### config.mk
export PLATFORM = sky130hd
export DESIGN_NAME = i2c_txn_arbiter_flat
export DESIGN_NICKNAME = d
export VERILOG_FILES = /design/src/rtl/i2c_txn_arbiter_if.sv /design/src/rtl/i2c_txn_arbiter.sv /design/src/flat_wrapper.sv
export SDC_FILE = /design/constraint.sdc
export NUM_CORES = 1
export LEC_CHECK = 0
export CAP_MARGIN = 5
export CORE_AREA = 2 2 82 84
export CTS_CLUSTER_DIAMETER = 80
export DETAILED_ROUTE_END_ITERATION = 7
export DIE_AREA = 0 0 84 86
export PLACE_DENSITY = 0.79
export SLEW_MARGIN = 15
export SYNTH_ARGS = -nofsm -noshare
export SYNTH_HDL_FRONTEND = slang
export SYNTH_SLANG_ARGS = --single-unit
export TNS_END_PERCENT = 5
### constraint.sdc
create_clock -name clk -period 2.4 [get_ports clk]
set_input_delay 0.36 -clock clk [delete_from_list [all_inputs] [get_ports clk]]
set_output_delay 0.36 -clock clk [all_outputs]
set_load 0.05 [all_outputs]
### src/rtl/i2c_txn_arbiter_if.sv
// i2c_txn_arbiter_if
//   Bundles the requester-side and engine-side signals of the I2C
//   transaction arbiter.
//   master : the arbiter view (requests/engine status in, pulses/commands out)
//   slave  : the environment view (requesters plus bit engine)
//   Requester 0 is the APB register side, requester 1 the autonomous poller.
interface i2c_txn_arbiter_if #(
   parameter int unsigned LEN_W = 4
);
   logic             req_0,         req_1;
   logic [6:0]       addr_0,        addr_1;
   logic             rw_0,          rw_1;
   logic [LEN_W-1:0] len_0,         len_1;
   logic             rs_0,          rs_1;
   logic [7:0]       wdata_0,       wdata_1;
   logic             wdata_ack_0,   wdata_ack_1;
   logic [7:0]       rdata;
   logic             rdata_valid_0, rdata_valid_1;
   logic             done_0,        done_1;
   logic             nack_0,        nack_1;
   logic [1:0]       grant;
   logic             busy;
   logic             eng_cmd_valid;
   logic [2:0]       eng_cmd;
   logic [7:0]       eng_wdata;
   logic             eng_cmd_ready;
   logic             eng_done;
   logic [7:0]       eng_rdata;
   logic             eng_nack;

   modport master (
      input  req_0, req_1, addr_0, addr_1, rw_0, rw_1, len_0, len_1,
             rs_0, rs_1, wdata_0, wdata_1,
      output wdata_ack_0, wdata_ack_1, rdata, rdata_valid_0, rdata_valid_1,
             done_0, done_1, nack_0, nack_1, grant, busy,
      output eng_cmd_valid, eng_cmd, eng_wdata,
      input  eng_cmd_ready, eng_done, eng_rdata, eng_nack
   );

   modport slave (
      output req_0, req_1, addr_0, addr_1, rw_0, rw_1, len_0, len_1,
             rs_0, rs_1, wdata_0, wdata_1,
      input  wdata_ack_0, wdata_ack_1, rdata, rdata_valid_0, rdata_valid_1,
             done_0, done_1, nack_0, nack_1, grant, busy,
      input  eng_cmd_valid, eng_cmd, eng_wdata,
      output eng_cmd_ready, eng_done, eng_rdata, eng_nack
   );
endinterface

### src/rtl/i2c_txn_arbiter.sv
// i2c_txn_arbiter
//   Shares one byte-level I2C master engine between two requesters.
//   Round-robin arbitration, then sequences START / address / data bytes /
//   STOP (or repeated START with the grant retained in HOLD).
// Ports:
//   clk    system clock
//   rst_n  synchronous active-low reset (aborts without issuing STOP)
//   bus    i2c_txn_arbiter_if.master: requester fields and pulses,
//          grant/busy, engine command/response handshake
module i2c_txn_arbiter #(
   parameter int unsigned LEN_W = 4
) (
   input logic               clk,
   input logic               rst_n,
   i2c_txn_arbiter_if.master bus
);

   localparam logic [2:0] S_IDLE  = 3'd0;
   localparam logic [2:0] S_ARB   = 3'd1;
   localparam logic [2:0] S_START = 3'd2;
   localparam logic [2:0] S_ADDR  = 3'd3;
   localparam logic [2:0] S_WDATA = 3'd4;
   localparam logic [2:0] S_RDATA = 3'd5;
   localparam logic [2:0] S_STOP  = 3'd6;
   localparam logic [2:0] S_HOLD  = 3'd7;

   localparam logic [2:0] C_START  = 3'd0;
   localparam logic [2:0] C_RSTART = 3'd1;
   localparam logic [2:0] C_WRITE  = 3'd2;
   localparam logic [2:0] C_RACK   = 3'd3;
   localparam logic [2:0] C_RNACK  = 3'd4;
   localparam logic [2:0] C_STOP   = 3'd5;

   logic [2:0]       state_q,  state_d;
   logic [1:0]       grant_q,  grant_d;
   logic             busy_q,   busy_d;
   logic             last_q,   last_d;    // index of last requester served
   logic             owner_q,  owner_d;
   logic [6:0]       addr_q,   addr_d;
   logic             rw_q,     rw_d;
   logic [LEN_W-1:0] len_q,    len_d;
   logic             rs_q,     rs_d;
   logic [LEN_W-1:0] cnt_q,    cnt_d;
   logic             nack_q,   nack_d;    // transaction saw a NACK
   logic             vld_q,    vld_d;
   logic [2:0]       cmd_q,    cmd_d;
   logic [7:0]       wd_q,     wd_d;
   logic             outst_q,  outst_d;   // command accepted, awaiting eng_done
   logic [7:0]       rdata_q,  rdata_d;
   logic [1:0]       rvld_q,   rvld_d;
   logic [1:0]       done_q,   done_d;
   logic [1:0]       nacko_q,  nacko_d;

   logic             accept, fin;
   logic             arb_pick, lsel;
   logic [6:0]       sel_addr;
   logic             sel_rw, sel_rs;
   logic [LEN_W-1:0] sel_len, cnt_dec;
   logic [7:0]       own_wdata;
   logic             own_req;
   logic             issue, go_end;
   logic [2:0]       issue_cmd;
   logic [7:0]       issue_wd;

   assign accept   = vld_q & bus.eng_cmd_ready;
   assign fin      = outst_q & bus.eng_done;   // stray eng_done is ignored
   assign arb_pick = (bus.req_0 & bus.req_1) ? ~last_q : bus.req_1;
   // Fields are latched either at arbitration or, in HOLD, from the owner.
   assign lsel     = (state_q == S_HOLD) ? owner_q : arb_pick;
   assign cnt_dec  = (cnt_q != '0) ? cnt_q - LEN_W'(1) : cnt_q;

   always_comb begin
      sel_addr  = lsel ? bus.addr_1 : bus.addr_0;
      sel_rw    = lsel ? bus.rw_1   : bus.rw_0;
      sel_len   = lsel ? bus.len_1  : bus.len_0;
      sel_rs    = lsel ? bus.rs_1   : bus.rs_0;
      own_wdata = owner_q ? bus.wdata_1 : bus.wdata_0;
      own_req   = owner_q ? bus.req_1   : bus.req_0;
   end

   always_comb begin
      state_d   = state_q;
      grant_d   = grant_q;
      busy_d    = busy_q;
      last_d    = last_q;
      owner_d   = owner_q;
      addr_d    = addr_q;
      rw_d      = rw_q;
      len_d     = len_q;
      rs_d      = rs_q;
      cnt_d     = cnt_q;
      nack_d    = nack_q;
      vld_d     = vld_q;
      cmd_d     = cmd_q;
      wd_d      = wd_q;
      outst_d   = outst_q;
      rdata_d   = rdata_q;
      rvld_d    = '0;
      done_d    = '0;
      nacko_d   = '0;
      issue     = 1'b0;
      issue_cmd = C_START;
      issue_wd  = '0;
      go_end    = 1'b0;

      if (accept) begin
         vld_d   = 1'b0;
         outst_d = 1'b1;
      end
      if (fin) outst_d = 1'b0;

      case (state_q)
         S_IDLE: if (bus.req_0 | bus.req_1) state_d = S_ARB;
         S_ARB: begin
            if (bus.req_0 | bus.req_1) begin
               owner_d   = arb_pick;
               grant_d   = arb_pick ? 2'b10 : 2'b01;
               busy_d    = 1'b1;
               addr_d    = sel_addr;
               rw_d      = sel_rw;
               len_d     = sel_len;
               rs_d      = sel_rs;
               cnt_d     = sel_len;
               nack_d    = 1'b0;
               state_d   = S_START;
               issue     = 1'b1;
               issue_cmd = C_START;
            end else begin
               state_d = S_IDLE;
            end
         end
         S_START: if (fin) begin
            state_d   = S_ADDR;
            issue     = 1'b1;
            issue_cmd = C_WRITE;
            issue_wd  = {addr_q, rw_q};
         end
         S_ADDR: if (fin) begin
            if (bus.eng_nack) begin
               nack_d    = 1'b1;
               state_d   = S_STOP;
               issue     = 1'b1;
               issue_cmd = C_STOP;
            end else if (len_q == '0) begin
               go_end = 1'b1;
            end else if (!rw_q) begin
               state_d   = S_WDATA;
               issue     = 1'b1;
               issue_cmd = C_WRITE;
               issue_wd  = own_wdata;
            end else begin
               state_d   = S_RDATA;
               issue     = 1'b1;
               issue_cmd = (cnt_q > LEN_W'(1)) ? C_RACK : C_RNACK;
            end
         end
         S_WDATA: if (fin) begin
            cnt_d = cnt_dec;
            if (bus.eng_nack) begin
               nack_d    = 1'b1;
               state_d   = S_STOP;
               issue     = 1'b1;
               issue_cmd = C_STOP;
            end else if (cnt_dec == '0) begin
               go_end = 1'b1;
            end else begin
               issue     = 1'b1;
               issue_cmd = C_WRITE;
               issue_wd  = own_wdata;
            end
         end
         S_RDATA: if (fin) begin
            rdata_d         = bus.eng_rdata;
            rvld_d[owner_q] = 1'b1;
            cnt_d           = cnt_dec;
            if (cnt_dec == '0) begin
               go_end = 1'b1;
            end else begin
               issue     = 1'b1;
               issue_cmd = (cnt_dec > LEN_W'(1)) ? C_RACK : C_RNACK;
            end
         end
         S_STOP: if (fin) begin
            done_d[owner_q]  = 1'b1;
            nacko_d[owner_q] = nack_q;
            grant_d          = '0;
            busy_d           = 1'b0;
            last_d           = owner_q;
            state_d          = S_IDLE;
         end
         S_HOLD: begin
            // The other requester cannot break in until STOP is issued.
            if (own_req) begin
               addr_d    = sel_addr;
               rw_d      = sel_rw;
               len_d     = sel_len;
               rs_d      = sel_rs;
               cnt_d     = sel_len;
               nack_d    = 1'b0;
               state_d   = S_START;
               issue     = 1'b1;
               issue_cmd = C_RSTART;
            end else begin
               state_d   = S_STOP;
               issue     = 1'b1;
               issue_cmd = C_STOP;
            end
         end
         default: state_d = S_IDLE;
      endcase

      // Clean end of data phase: repeated START keeps the bus, else STOP.
      if (go_end) begin
         if (rs_q) begin
            done_d[owner_q] = 1'b1;
            state_d         = S_HOLD;
         end else begin
            state_d   = S_STOP;
            issue     = 1'b1;
            issue_cmd = C_STOP;
         end
      end

      if (issue) begin
         vld_d = 1'b1;
         cmd_d = issue_cmd;
         wd_d  = issue_wd;
      end
   end

   always_ff @(posedge clk) begin
      if (!rst_n) begin
         state_q <= S_IDLE;
         grant_q <= '0;
         busy_q  <= 1'b0;
         last_q  <= 1'b1;
         owner_q <= 1'b0;
         addr_q  <= '0;
         rw_q    <= 1'b0;
         len_q   <= '0;
         rs_q    <= 1'b0;
         cnt_q   <= '0;
         nack_q  <= 1'b0;
         vld_q   <= 1'b0;
         cmd_q   <= '0;
         wd_q    <= '0;
         outst_q <= 1'b0;
         rdata_q <= '0;
         rvld_q  <= '0;
         done_q  <= '0;
         nacko_q <= '0;
      end else begin
         state_q <= state_d;
         grant_q <= grant_d;
         busy_q  <= busy_d;
         last_q  <= last_d;
         owner_q <= owner_d;
         addr_q  <= addr_d;
         rw_q    <= rw_d;
         len_q   <= len_d;
         rs_q    <= rs_d;
         cnt_q   <= cnt_d;
         nack_q  <= nack_d;
         vld_q   <= vld_d;
         cmd_q   <= cmd_d;
         wd_q    <= wd_d;
         outst_q <= outst_d;
         rdata_q <= rdata_d;
         rvld_q  <= rvld_d;
         done_q  <= done_d;
         nacko_q <= nacko_d;
      end
   end

   // wdata_ack is combinational on the accepting cycle so the requester's
   // next byte is already in place when the WRITE's eng_done arrives.
   assign bus.wdata_ack_0   = accept & (state_q == S_WDATA) & ~owner_q;
   assign bus.wdata_ack_1   = accept & (state_q == S_WDATA) &  owner_q;
   assign bus.rdata         = rdata_q;
   assign bus.rdata_valid_0 = rvld_q[0];
   assign bus.rdata_valid_1 = rvld_q[1];
   assign bus.done_0        = done_q[0];
   assign bus.done_1        = done_q[1];
   assign bus.nack_0        = nacko_q[0];
   assign bus.nack_1        = nacko_q[1];
   assign bus.grant         = grant_q;
   assign bus.busy          = busy_q;
   assign bus.eng_cmd_valid = vld_q;
   assign bus.eng_cmd       = cmd_q;
   assign bus.eng_wdata     = wd_q;

endmodule

### src/flat_wrapper.sv
// flat-port wrapper written by rule: the top's interface ports become plain ports
module i2c_txn_arbiter_flat 
#(
   parameter int unsigned LEN_W = 4
)
  (clk, rst_n, bus_req_0, bus_req_1, bus_addr_0, bus_addr_1, bus_rw_0, bus_rw_1, bus_len_0, bus_len_1, bus_rs_0, bus_rs_1, bus_wdata_0, bus_wdata_1, bus_wdata_ack_0, bus_wdata_ack_1, bus_rdata, bus_rdata_valid_0, bus_rdata_valid_1, bus_done_0, bus_done_1, bus_nack_0, bus_nack_1, bus_grant, bus_busy, bus_eng_cmd_valid, bus_eng_cmd, bus_eng_wdata, bus_eng_cmd_ready, bus_eng_done, bus_eng_rdata, bus_eng_nack);
  i2c_txn_arbiter_if #(.LEN_W(LEN_W)) bus_i ();
  input logic clk;
  input logic rst_n;
  input wire logic [$bits(bus_i.req_0)-1:0] bus_req_0;
  input wire logic [$bits(bus_i.req_1)-1:0] bus_req_1;
  input wire logic [$bits(bus_i.addr_0)-1:0] bus_addr_0;
  input wire logic [$bits(bus_i.addr_1)-1:0] bus_addr_1;
  input wire logic [$bits(bus_i.rw_0)-1:0] bus_rw_0;
  input wire logic [$bits(bus_i.rw_1)-1:0] bus_rw_1;
  input wire logic [$bits(bus_i.len_0)-1:0] bus_len_0;
  input wire logic [$bits(bus_i.len_1)-1:0] bus_len_1;
  input wire logic [$bits(bus_i.rs_0)-1:0] bus_rs_0;
  input wire logic [$bits(bus_i.rs_1)-1:0] bus_rs_1;
  input wire logic [$bits(bus_i.wdata_0)-1:0] bus_wdata_0;
  input wire logic [$bits(bus_i.wdata_1)-1:0] bus_wdata_1;
  output wire logic [$bits(bus_i.wdata_ack_0)-1:0] bus_wdata_ack_0;
  output wire logic [$bits(bus_i.wdata_ack_1)-1:0] bus_wdata_ack_1;
  output wire logic [$bits(bus_i.rdata)-1:0] bus_rdata;
  output wire logic [$bits(bus_i.rdata_valid_0)-1:0] bus_rdata_valid_0;
  output wire logic [$bits(bus_i.rdata_valid_1)-1:0] bus_rdata_valid_1;
  output wire logic [$bits(bus_i.done_0)-1:0] bus_done_0;
  output wire logic [$bits(bus_i.done_1)-1:0] bus_done_1;
  output wire logic [$bits(bus_i.nack_0)-1:0] bus_nack_0;
  output wire logic [$bits(bus_i.nack_1)-1:0] bus_nack_1;
  output wire logic [$bits(bus_i.grant)-1:0] bus_grant;
  output wire logic [$bits(bus_i.busy)-1:0] bus_busy;
  output wire logic [$bits(bus_i.eng_cmd_valid)-1:0] bus_eng_cmd_valid;
  output wire logic [$bits(bus_i.eng_cmd)-1:0] bus_eng_cmd;
  output wire logic [$bits(bus_i.eng_wdata)-1:0] bus_eng_wdata;
  input wire logic [$bits(bus_i.eng_cmd_ready)-1:0] bus_eng_cmd_ready;
  input wire logic [$bits(bus_i.eng_done)-1:0] bus_eng_done;
  input wire logic [$bits(bus_i.eng_rdata)-1:0] bus_eng_rdata;
  input wire logic [$bits(bus_i.eng_nack)-1:0] bus_eng_nack;
  assign bus_i.req_0 = bus_req_0;
  assign bus_i.req_1 = bus_req_1;
  assign bus_i.addr_0 = bus_addr_0;
  assign bus_i.addr_1 = bus_addr_1;
  assign bus_i.rw_0 = bus_rw_0;
  assign bus_i.rw_1 = bus_rw_1;
  assign bus_i.len_0 = bus_len_0;
  assign bus_i.len_1 = bus_len_1;
  assign bus_i.rs_0 = bus_rs_0;
  assign bus_i.rs_1 = bus_rs_1;
  assign bus_i.wdata_0 = bus_wdata_0;
  assign bus_i.wdata_1 = bus_wdata_1;
  assign bus_wdata_ack_0 = bus_i.wdata_ack_0;
  assign bus_wdata_ack_1 = bus_i.wdata_ack_1;
  assign bus_rdata = bus_i.rdata;
  assign bus_rdata_valid_0 = bus_i.rdata_valid_0;
  assign bus_rdata_valid_1 = bus_i.rdata_valid_1;
  assign bus_done_0 = bus_i.done_0;
  assign bus_done_1 = bus_i.done_1;
  assign bus_nack_0 = bus_i.nack_0;
  assign bus_nack_1 = bus_i.nack_1;
  assign bus_grant = bus_i.grant;
  assign bus_busy = bus_i.busy;
  assign bus_eng_cmd_valid = bus_i.eng_cmd_valid;
  assign bus_eng_cmd = bus_i.eng_cmd;
  assign bus_eng_wdata = bus_i.eng_wdata;
  assign bus_i.eng_cmd_ready = bus_eng_cmd_ready;
  assign bus_i.eng_done = bus_eng_done;
  assign bus_i.eng_rdata = bus_eng_rdata;
  assign bus_i.eng_nack = bus_eng_nack;
  i2c_txn_arbiter #(.LEN_W(LEN_W)) u_core (.clk(clk), .rst_n(rst_n), .bus(bus_i));
endmodule
==> qor.txt <==
outcome: finished clean
height of the chip: 86 microns
FF+latch count, synth: 53
buffer count from post-CTS setup fixing: 0
Adder-Cell Fraction of Synth Area: 1.717%
final number of hold-violating endpoints: 0
chain of cells forming the critical path: inv_1 -> ha_1 -> or3b_1 -> mux2_4 -> a32oi_1 -> a21oi_4 -> a22oi_1 -> o22ai_1
simple-gate share of the synthesized area: 21.73%
number of rows in the core area: 29
fraction of synthesized area in multiplexers: 10.78%
number of antenna violations at the first check in global routing: 0
EDFF count, synth: 0
Net Count, Synth: 407
vias: 2,914
number of cells in the design after placement: 505
source-to-sink clock delay at the later pin of the worst-skew pair: 0.31 ns
setup TNS: 0 ns
post-detailed-placement half-perimeter wirelength: 5964 microns
TritonCTS sink count: 53
count of inserted antenna diode cells: 0
remaining antenna violation count after routing: 0
Maximum Capacitance Violations: 0
clock tree from TritonCTS: built
cell type with the largest total area after synthesis: sky130_fd_sc_hd__dfxtp_1
I/O Pins: 88
horizontal extent of the die: 84 microns
Unique masters post-synth: 68
Startpoint Class: flop
dominant combinational cell family by area after synthesis: compound AO/OA/AOI/OAI gates
number of buffers created by CTS: 5
Final Hold Slack: 0.4578 ns
unrepaired setup endpoints after global routing: yes
CP Class: reg2reg
average wire per cell in the routed design: 15.25 microns
highest cell delay on the worst timing path: 0.45 ns
beginning of the worst register-to-register path: u_core.cnt_q[0]
clock root cell: sky130_fd_sc_hd__clkbuf_8
routability cong.: 0.9203
Post-Synthesis Cells: 346
Worst Setup SP: u_core.cnt_q[0]
final count of pins violating max slew: 0
mean post-synth cell area: 8.422 sq um
xor-xnor portion of the synthesized cell area: 0.6011%
wire length of the first global-routing pass: 12,130 microns
core region area: 6277 sq um
share of async-settable or async-resettable flops after synthesis: 0%
aggregate global-route resource usage: 20.63%
power density over the cells: 903.2 nW/um^2
Starting Density: 46.42%
Syn. warnings: 0
Placement Cell Area: 3945 sq um
share of layout cells above drive strength 1: 12.84%
worst-path fanout max: 8
via density per instance: 5.680
synthesis-to-layout area growth: 38.90%
data required time of the critical path: 2.60 ns
most used standard cell by instance count after synthesis: sky130_fd_sc_hd__dfxtp_1
number of remaining DRC errors: 0
leakage: 1.499 nW
Reg clk slew, reported paths: 0.10 ns
portion of synthesized cell area occupied by the leading cell type: 36.41%
Max Fclk: 432.6 MHz
final period demand of the worst path: 2.311 ns
type of element capturing the critical path: flop
GR Overflow Total: 0
Least-Margin Pin Slew: 0.6655 ns
fin crit share: 96.31%
delay-heaviest family, CP: compound AO/OA/AOI/OAI gates
Clock Tree Buf Depth: 2
Setup violations, final: 0
largest cells by area after synthesis: sky130_fd_sc_hd__dfxtp_1, sky130_fd_sc_hd__nand2_1, sky130_fd_sc_hd__mux2i_1
number of buffer and inverter stages on the critical path: 1
H-tree depth: 2
Max rail drop VDD: 0.6165 mV
most frequent cells after synthesis: sky130_fd_sc_hd__dfxtp_1, sky130_fd_sc_hd__nand2_1, sky130_fd_sc_hd__nor2_1, sky130_fd_sc_hd__a21oi_1
final routed wirelength across all metal layers: 7822 microns
area fraction in compound gates after synthesis: 24.26%
Die Footprint: 7224 sq um
maximum clock skew at final layout: 0.006272 ns
slowest stage cell on the critical path: sky130_fd_sc_hd__or3b_1
pin count of the biggest net entering global routing: 34
cell area after synthesis: 2914 sq um
number of nets in the layout: 496
iteration-0 DRC count of the detailed router: 182
finished layout cell area: 4048 sq um
main flop type after synthesis: sky130_fd_sc_hd__dfxtp_1
number of global-route vias before repair: 2,611
Final Non-Filler Cells: 513
portion of the post-synthesis area used by sequential elements: 36.41%
HP Class: reg2reg
count of input and output buffers: 87
min-delay src: u_core.bus.rdata[5]
Worst Path Arrival: 2.51 ns
TritonRoute pass-1 iters: 7
headroom to the max-slew limit: 55.57%
==> cells by family (layout without fill, tap and decap cells) <==
family          count (synthesis)  count (layout)
fa+ha+maj                       4               4
flops                          53              53
mux                            29              29
xor+xnor                        2               2
buf+inv                        28             118
simple gates                  132             132
compound gates                 98              98
==> per-layer routing <==
| layer | wire, microns | share of wire (%) | GRT usage [%] |
|---|---|---|---|
| met5 | 0 | 0 | 0 |
| met4 | 89 | 1.1 | 5.279 |
| met3 | 532 | 6.8 | 3.561 |
| met2 | 3768 | 48 | 35.71 |
| met1 | 3432 | 44 | 26.83 |
==> registers in the layout (all words and copies together), names as in the netlist, 2 cells and up <==
| name | cells |
|---|---|
| u_core.nacko_q | 2 |
| u_core.addr_q | 7 |
| u_core.bus.eng_cmd | 3 |
| u_core.len_q | 4 |
| u_core.bus.grant | 2 |
| u_core.cnt_q | 4 |
| u_core.bus.rdata | 8 |
| u_core.done_q | 2 |
| u_core.rvld_q | 2 |
| u_core.state_q | 3 |
| u_core.bus.eng_wdata | 8 |
==> cell usage in the layout, fill, tap and decap left out, drive strengths merged, types with 2 or more instances in the layout <==
| cell | count |
|---|---|
| clkdlybuf4s50 | 85 |
| dfxtp | 53 |
| nand2 | 51 |
| nor2 | 43 |
| a21oi | 24 |
| mux2i | 19 |
| buf | 19 |
| a211oi | 17 |
| nand3 | 10 |
| mux2 | 10 |
| o21ai | 10 |
| a22oi | 9 |
| o22ai | 9 |
| inv | 7 |
| nor3 | 6 |
| clkbuf | 5 |
| nand2b | 4 |
| o211ai | 4 |
| ha | 4 |
| or2 | 3 |
| a31oi | 3 |
| o31ai | 3 |
| or3b | 2 |
| o21ba | 2 |
| nor2b | 2 |
| and2 | 2 |
| clkinvlp | 2 |
| o221ai | 2 |
| o221a | 2 |
==> report_power, final <==
part	switching (mW)	leakage (nW)	internal [mW]
sequential	0.180	0.431	1.04
clock	0.320	0.0423	0.213
combinational	1.08	1.03	0.822
==> metrics by stage <==
| stage | setup slack [ns] | utilization [%] | power, mW |
|---|---|---|---|
| 4_1_cts | 0.1259 | 64.36 | 3.637 |
| 3_5_place_dp | -0.05025 | 62.85 | 3.107 |
| 6_report | 0.08865 | 64.48 | 3.656 |
| 2_1_floorplan | 0.2864 | - | 2.621 |
| 3_3_place_gp | 0.05344 | 62.85 | 3.077 |
| 5_1_grt | -0.04799 | 64.48 | 3.872 |
==> worst paths after layout <==
| kind | endpoint | slack [ns] | cells past startpoint |
|---|---|---|---|
| setup / recovery | u_core.bus.eng_wdata[5] | 0.09 | 8 |
| hold reg to reg | u_core.bus.rdata[5] | 0.46 | 2 |
| setup reg to reg | u_core.bus.eng_wdata[5] | 0.09 | 8 |
| hold / removal | u_core.bus.rdata[5] | 0.46 | 2 |
==> final cells by class <==
cell class	instances	area [sq um]
Clock buffer	5	68.82
Clock inverter	3	26.28
Fill cell	548	2230
Inverter	6	22.52
Multi-Input combinational cell	265	1729
Sequential cell	53	1061
Tap cell	77	96.34
Timing Repair Buffer	104	1044
==> worst register-to-register path: stages (launching register included) <==
cell and delay, ns:
sky130_fd_sc_hd__dfxtp_1 0.32, sky130_fd_sc_hd__inv_1 0.11, sky130_fd_sc_hd__ha_1 0.21, sky130_fd_sc_hd__or3b_1 0.45, sky130_fd_sc_hd__mux2_4 0.37, sky130_fd_sc_hd__a32oi_1 0.29, sky130_fd_sc_hd__a21oi_4 0.15, sky130_fd_sc_hd__a22oi_1 0.20
sky130_fd_sc_hd__o22ai_1 0.11
==> timing repair <==
item | 4_1_cts | 5_1_grt
resized for setup | 0 | 1
endpoints found under the setup margin | 0 | 6
hold buffers | 0 | 0
No activity file was read; power rests on OpenSTA's default activity.
